**src/rtl/sequ_pattern_gen_101_0110.sv**
```systemverilog
// sequ_pattern_gen_101_0110
//   Command-driven serial transmitter for the framed patterns "101" and
//   "0110", sent MSB first, one bit per clock. Each command sends
//   cmd_repeat+1 frames, with cmd_gap idle bit-times between frames.
//
// Ports:
//   clk        rising-edge clock, one serial bit per cycle
//   reset      synchronous, active-low reset
//   cmd_valid  command request
//   cmd_ready  command accept (combinational)
//   cmd_sel    0: "101", 1: "0110"
//   cmd_repeat additional frames after the first
//   cmd_gap    idle cycles between consecutive frames
//   abort      synchronous cancel of the current command
//   out        serial data bit (registered)
//   out_valid  out carries a pattern bit (registered)
//   busy       high while sending or in a gap (registered)
//   frame_done pulse with the last bit of every frame
//   done       pulse with the last bit of the last frame
module sequ_pattern_gen_101_0110 #(
    parameter int unsigned CNT_W = 4,
    parameter int unsigned GAP_W = 4
) (
    input  logic             clk,
    input  logic             reset,
    input  logic             cmd_valid,
    output logic             cmd_ready,
    input  logic             cmd_sel,
    input  logic [CNT_W-1:0] cmd_repeat,
    input  logic [GAP_W-1:0] cmd_gap,
    input  logic             abort,
    output logic             out,
    output logic             out_valid,
    output logic             busy,
    output logic             frame_done,
    output logic             done
);

    localparam logic [1:0] IDLE = 2'd0;
    localparam logic [1:0] SEND = 2'd1;
    localparam logic [1:0] GAP  = 2'd2;

    logic [1:0]       state;
    logic             sel_q;
    logic [GAP_W-1:0] gap_q;
    logic [CNT_W-1:0] frames_left;
    logic [GAP_W-1:0] gap_cnt;
    // Bits still to send after the one currently on out, left-aligned.
    logic [2:0]       shreg;
    logic [1:0]       bits_left;

    // Frame load values: from the command port when accepting, otherwise
    // from the latched selection when starting a repeat frame.
    logic       ld_sel;
    logic       ld_first;
    logic [2:0] ld_rest;
    logic [1:0] ld_left;

    always_comb begin
        ld_sel   = (state == IDLE) ? cmd_sel : sel_q;
        ld_first = ~ld_sel;
        ld_rest  = ld_sel ? 3'b110 : 3'b010;
        ld_left  = ld_sel ? 2'd3 : 2'd2;
    end

    assign cmd_ready = (state == IDLE) && !abort && reset;

    always_ff @(posedge clk) begin
        if (!reset) begin
            state       <= IDLE;
            sel_q       <= 1'b0;
            gap_q       <= '0;
            frames_left <= '0;
            gap_cnt     <= '0;
            shreg       <= '0;
            bits_left   <= '0;
            out         <= 1'b0;
            out_valid   <= 1'b0;
            busy        <= 1'b0;
            frame_done  <= 1'b0;
            done        <= 1'b0;
        end else begin
            frame_done <= 1'b0;
            done       <= 1'b0;
            case (state)
                IDLE: begin
                    if (cmd_valid && cmd_ready) begin
                        sel_q       <= cmd_sel;
                        gap_q       <= cmd_gap;
                        frames_left <= cmd_repeat;
                        state       <= SEND;
                        out         <= ld_first;
                        shreg       <= ld_rest;
                        bits_left   <= ld_left;
                        out_valid   <= 1'b1;
                        busy        <= 1'b1;
                    end else begin
                        out       <= 1'b0;
                        out_valid <= 1'b0;
                        busy      <= 1'b0;
                    end
                end
                SEND: begin
                    if (abort) begin
                        state     <= IDLE;
                        out       <= 1'b0;
                        out_valid <= 1'b0;
                        busy      <= 1'b0;
                    end else if (bits_left != 2'd0) begin
                        out       <= shreg[2];
                        shreg     <= {shreg[1:0], 1'b0};
                        bits_left <= bits_left - 2'd1;
                        if (bits_left == 2'd1) begin
                            frame_done <= 1'b1;
                            done       <= (frames_left == '0);
                        end
                    end else if (frames_left == '0) begin
                        state     <= IDLE;
                        out       <= 1'b0;
                        out_valid <= 1'b0;
                        busy      <= 1'b0;
                    end else if (gap_q == '0) begin
                        // Back-to-back frame: reload without an idle bit.
                        frames_left <= frames_left - 1'b1;
                        out         <= ld_first;
                        shreg       <= ld_rest;
                        bits_left   <= ld_left;
                    end else begin
                        frames_left <= frames_left - 1'b1;
                        gap_cnt     <= gap_q;
                        state       <= GAP;
                        out         <= 1'b0;
                        out_valid   <= 1'b0;
                    end
                end
                GAP: begin
                    if (abort) begin
                        state     <= IDLE;
                        out       <= 1'b0;
                        out_valid <= 1'b0;
                        busy      <= 1'b0;
                    end else if (gap_cnt == {{(GAP_W-1){1'b0}}, 1'b1}) begin
                        // Last gap cycle: first bit of next frame follows.
                        state     <= SEND;
                        out       <= ld_first;
                        shreg     <= ld_rest;
                        bits_left <= ld_left;
                        out_valid <= 1'b1;
                    end else begin
                        gap_cnt <= gap_cnt - 1'b1;
                    end
                end
                default: begin
                    state     <= IDLE;
                    out       <= 1'b0;
                    out_valid <= 1'b0;
                    busy      <= 1'b0;
                end
            endcase
        end
    end

endmodule

```
**config.mk**
```make
export PLATFORM = sky130hd
export DESIGN_NAME = sequ_pattern_gen_101_0110
export DESIGN_NICKNAME = d
export VERILOG_FILES = /design/src/rtl/sequ_pattern_gen_101_0110.sv
export SDC_FILE = /design/constraint.sdc
export NUM_CORES = 1
export LEC_CHECK = 0
export ABC_AREA = 1
export ABC_CLOCK_PERIOD_IN_PS = 3100
export CAP_MARGIN = 20
export CELL_PAD_IN_SITES_DETAIL_PLACEMENT = 1
export CELL_PAD_IN_SITES_GLOBAL_PLACEMENT = 1
export CORE_ASPECT_RATIO = 2
export CORE_UTILIZATION = 40
export CTS_BUF_LIST = sky130_fd_sc_hd__clkbuf_16
export DETAILED_ROUTE_END_ITERATION = 8
export PLACE_DENSITY_LB_ADDON = 0.1
export SYNTH_ARGS = -nofsm -noshare
export SYNTH_HDL_FRONTEND = slang
export SYNTH_SLANG_ARGS = --single-unit
```
**constraint.sdc**
```tcl
create_clock -name clk -period 3.1 [get_ports clk]
set_clock_uncertainty 0.15 [all_clocks]
set_input_delay 0.62 -clock clk [delete_from_list [all_inputs] [get_ports clk]]
set_output_delay 0.62 -clock clk [all_outputs]
set_load 0.05 [all_outputs]
```
==> impl_results.md, run 1 <==
* Worst EP required at 2.33 ns
* DIE WIDTH at 43.31 um
* # setup viols final at 0
* Gr busiest metal: met2
* Post-Synth Adder-Cell Area at 0.04583
* H-tree depth at 1
* CP max FO at 5
* Power share of the combinational group at 0.217
* Worst reg-to-reg setup slack at 1.35 ns
* Int Pwr at 0.0006543 W
* Library cells used by synthesis at 20
* Cts hold-fix bufs at 0
* Synth Area in Compound Gates at 0.1017
* Yosys top cell area share at 0.3520
* Max Clk Rate at 378.0 MHz
* Synth Net Count at 229
* RSZ-0062 raised after global routing: false
* Reg2Reg Depth at 7
* Die height at 84.62 um
* Synth area leaders: dfxtp_1, nand2_1, nand3_1
* Post-DP HPWL at 3274 um
* Final non-filler cell total at 265
* Peak VDD IR at 0.3640 mV
* Clock Latency Late Sink at 0.26 ns
* Post-synthesis xor/xnor area fraction at 0
* Psw at 0.0002622 W
* First-pass GRT wire length at 7024 um
* Average size of a mapped cell at 6.469 um^2
* Hold path cells at 2
* CTS tree: built
* Largest net degree at the start of global routing at 16
* Clk sinks at 24
* Largest family of logic cells by synthesized area: simple AND/OR/NAND/NOR gates
* Antenna diode count at 0
* Sequential share of power at 0.372
* Fin crit period at 2.646 ns
* Post-Syn Instances at 211
* Ys Warns at 0
* Num rows at 29
* Fin Setup TNS at 0 ns
* Met2 GRT Util at 0.5197
* Reg2reg start: state[1]
* Mapped cell area at 1365 um^2
* Starting Density at 0.4275
* Max Cap Violations at 0
* Clock power frac at 0.411
* Met1 Usage GRT at 0.2291
* Clock buffer count from CTS at 3
* DR iter-0 viols at 24
* Hold Path Sink: shreg[1]
* Slew Limit Fails at 0
* Status: complete, no violations
* Hold Crit Class: reg2reg
* Vias in the first global route at 1576
* Ports placed on the boundary at 19
* Synthesized flop and latch total at 24
* CTS resizes at 0
* Via count at 1438
* Global Route Usage Sum at 0.2520
* Slowest-stage cell, CP: clkdlybuf4s50_1
* Antenna violations before repair at 0
* Via-per-instance ratio at 5.426
* Mux cell area share after synthesis at 0
* Routed wire per std cell at 15.96 um
* Post-CTS Setup Repair Bufs at 0
* Max Buffers Root-to-Sink at 2
* Core ar. at 3193 um^2
* Worst slew pin tran at 0.5215 ns
* CP Launch Type: input port
* DRT Wirelength at 4229 um
* Die area at 3664 um^2
* Reg clk slew, reported paths at 0.06 ns
* IO Port Bufs at 18
* Layout area overhead at 25.30%
* Critical-path cell list: clkdlybuf4s50_1 -> nor2_4 -> inv_1 -> nor2_2 -> buf_12
* PD cells at 535.9 nW/um^2
* Synth Area in Simple Gates at 0.4207
* Worst EP arrival at 1.88 ns
* CP endpoint kind: primary output
* Final #Nets at 253
* Net Sw Frac at 0.2861
* DRC errors left at 0
* Cell count after placement at 261
* Relative slew slack at 0.6512
* CTS Root Cell: clkbuf_16
* DR pass1 iterations at 4
* Final hold violations at 0
* CP Class: in2out
* Grt total ovfl at 0
* Area leader, netlist: dfxtp_1
* Leakage power at 0.7663 nW
* Final RePlAce weighted congestion at 0.8820
* Register area share after synthesis at 0.3520
* DRT antenna net count at 0
* Fin crit share at 0.8534
* Hold path startpoint: shreg[1]
* GRT met3 Usage at 0.02581
* Max incr delay on CP at 0.55 ns
* Layout cell share with drive strength beyond 1 at 0.1111
* R2R Path End: out
==> Yosys cell counts, drive strengths merged <==
| cell | n |
|---|---|
| nand4 | 3 |
| dfxtp | 24 |
| o21ai | 10 |
| nor4 | 1 |
| clkbuf | 1 |
| a21oi | 15 |
| a31oi | 1 |
| inv | 28 |
| ha | 5 |
| nand2 | 71 |
| nand3 | 21 |
| nor2 | 30 |
| nor3 | 1 |
==> power by group through the flow <==
stage | registers [W] | clock network, W | logic (W)
2_1_floorplan | 0.000350 | 0 | 0.000125
3_3_place_gp | 0.000346 | 0 | 0.000188
3_5_place_dp | 0.000348 | 0 | 0.000198
4_1_cts | 0.000341 | 0.000377 | 0.000202
5_1_grt | 0.000343 | 0.000391 | 0.000223
6_report | 0.000341 | 0.000377 | 0.000199
==> layout make-up <==
class	count	area (um^2)
fillers	433	1483
multi-input cells	158	775.7
flip-flops and latches	24	480.5
repair buffers	20	205.2
inverters	28	105.1
clock buffers	3	75.07
well taps	31	38.79
clock inverters	1	30.03
==> sequential cells by signal, summed over array words and instances (netlist names) <==
name / cells
bits_left: 2
busy: 1
done: 1
frame_done: 1
frames_left: 4
gap_cnt: 4
gap_q: 4
out: 1
out_valid: 1
sel_q: 1
shreg: 2
state: 2
==> per-stage QoR <==
stage	hold WS, ns	worst slack [ns]	instance area, um^2	total power (W)	utilization
floorplan	0.2791	1.009	1365	0.0004748	-
global placement	0.2944	0.5446	1605	0.0005348	0.5027
detailed placement	0.2958	0.4783	1605	0.0005455	0.5027
CTS	0.3055	0.4548	1710	0.0009193	0.5357
global route	0.3408	0.3949	1710	0.0009569	0.5357
finish	0.3066	0.4543	1710	0.0009166	0.5357
==> metal layers <==
layer  routed length (um)  vias up
li1                     -      717
met1                 1416      695
met2                 2637       17
met3                   82        9
met4                   93        0
met5                    0        -
==> worst max-delay path by stage <==
stage,start,endpoint,depth (start not counted)
floorplan,reset,cmd_ready,4
global placement,abort,cmd_ready,5
detailed placement,abort,cmd_ready,5
CTS,abort,cmd_ready,5
global route,abort,cmd_ready,5
finish,abort,cmd_ready,5
==> critical path, delay by kind of cell <==
family / cells / cell delay, ns
simple gates: 2 / 0.43
buf+inv: 3 / 0.82
==> cell families after synthesis <==
| logic type | after synthesis |
|---|---|
| AND/OR/NAND/NOR | 127 |
| buffers and inverters | 29 |
| AO/OA/AOI/OAI | 26 |
| flip-flops | 24 |
| adder cells (fa/ha/maj) | 5 |
==> cells in the final DEF, fill, tap and decap left out <==
master           instances
nand2_1                 64
inv_1                   25
nor2_1                  24
dfxtp_1                 24
nand3_1                 20
clkdlybuf4s50_1         17
a21oi_1                 14
o21ai_0                  9
nand2_2                  7
ha_1                     5
inv_2                    3
nor2_4                   3
nor2_2                   3
nand4_1                  3
clkbuf_16                3
buf_4                    2
nand3_4                  1
a21oi_2                  1
o21ai_2                  1
nor3_1                   1
nor4_1                   1
a31oi_1                  1
bufinv_16                1
buf_12                   1
(Power assumes the default switching activity.)
==> run 2, diff against run 1 <==
--- a/config.mk
+++ b/config.mk
@@ -18,3 +18,4 @@
 export SYNTH_ARGS = -nofsm -noshare
 export SYNTH_HDL_FRONTEND = slang
 export SYNTH_SLANG_ARGS = --single-unit
+export TNS_END_PERCENT = 30
==> results of run 2 <==
Same layout as run 1: the final DEF is identical, and so are final timing and power.
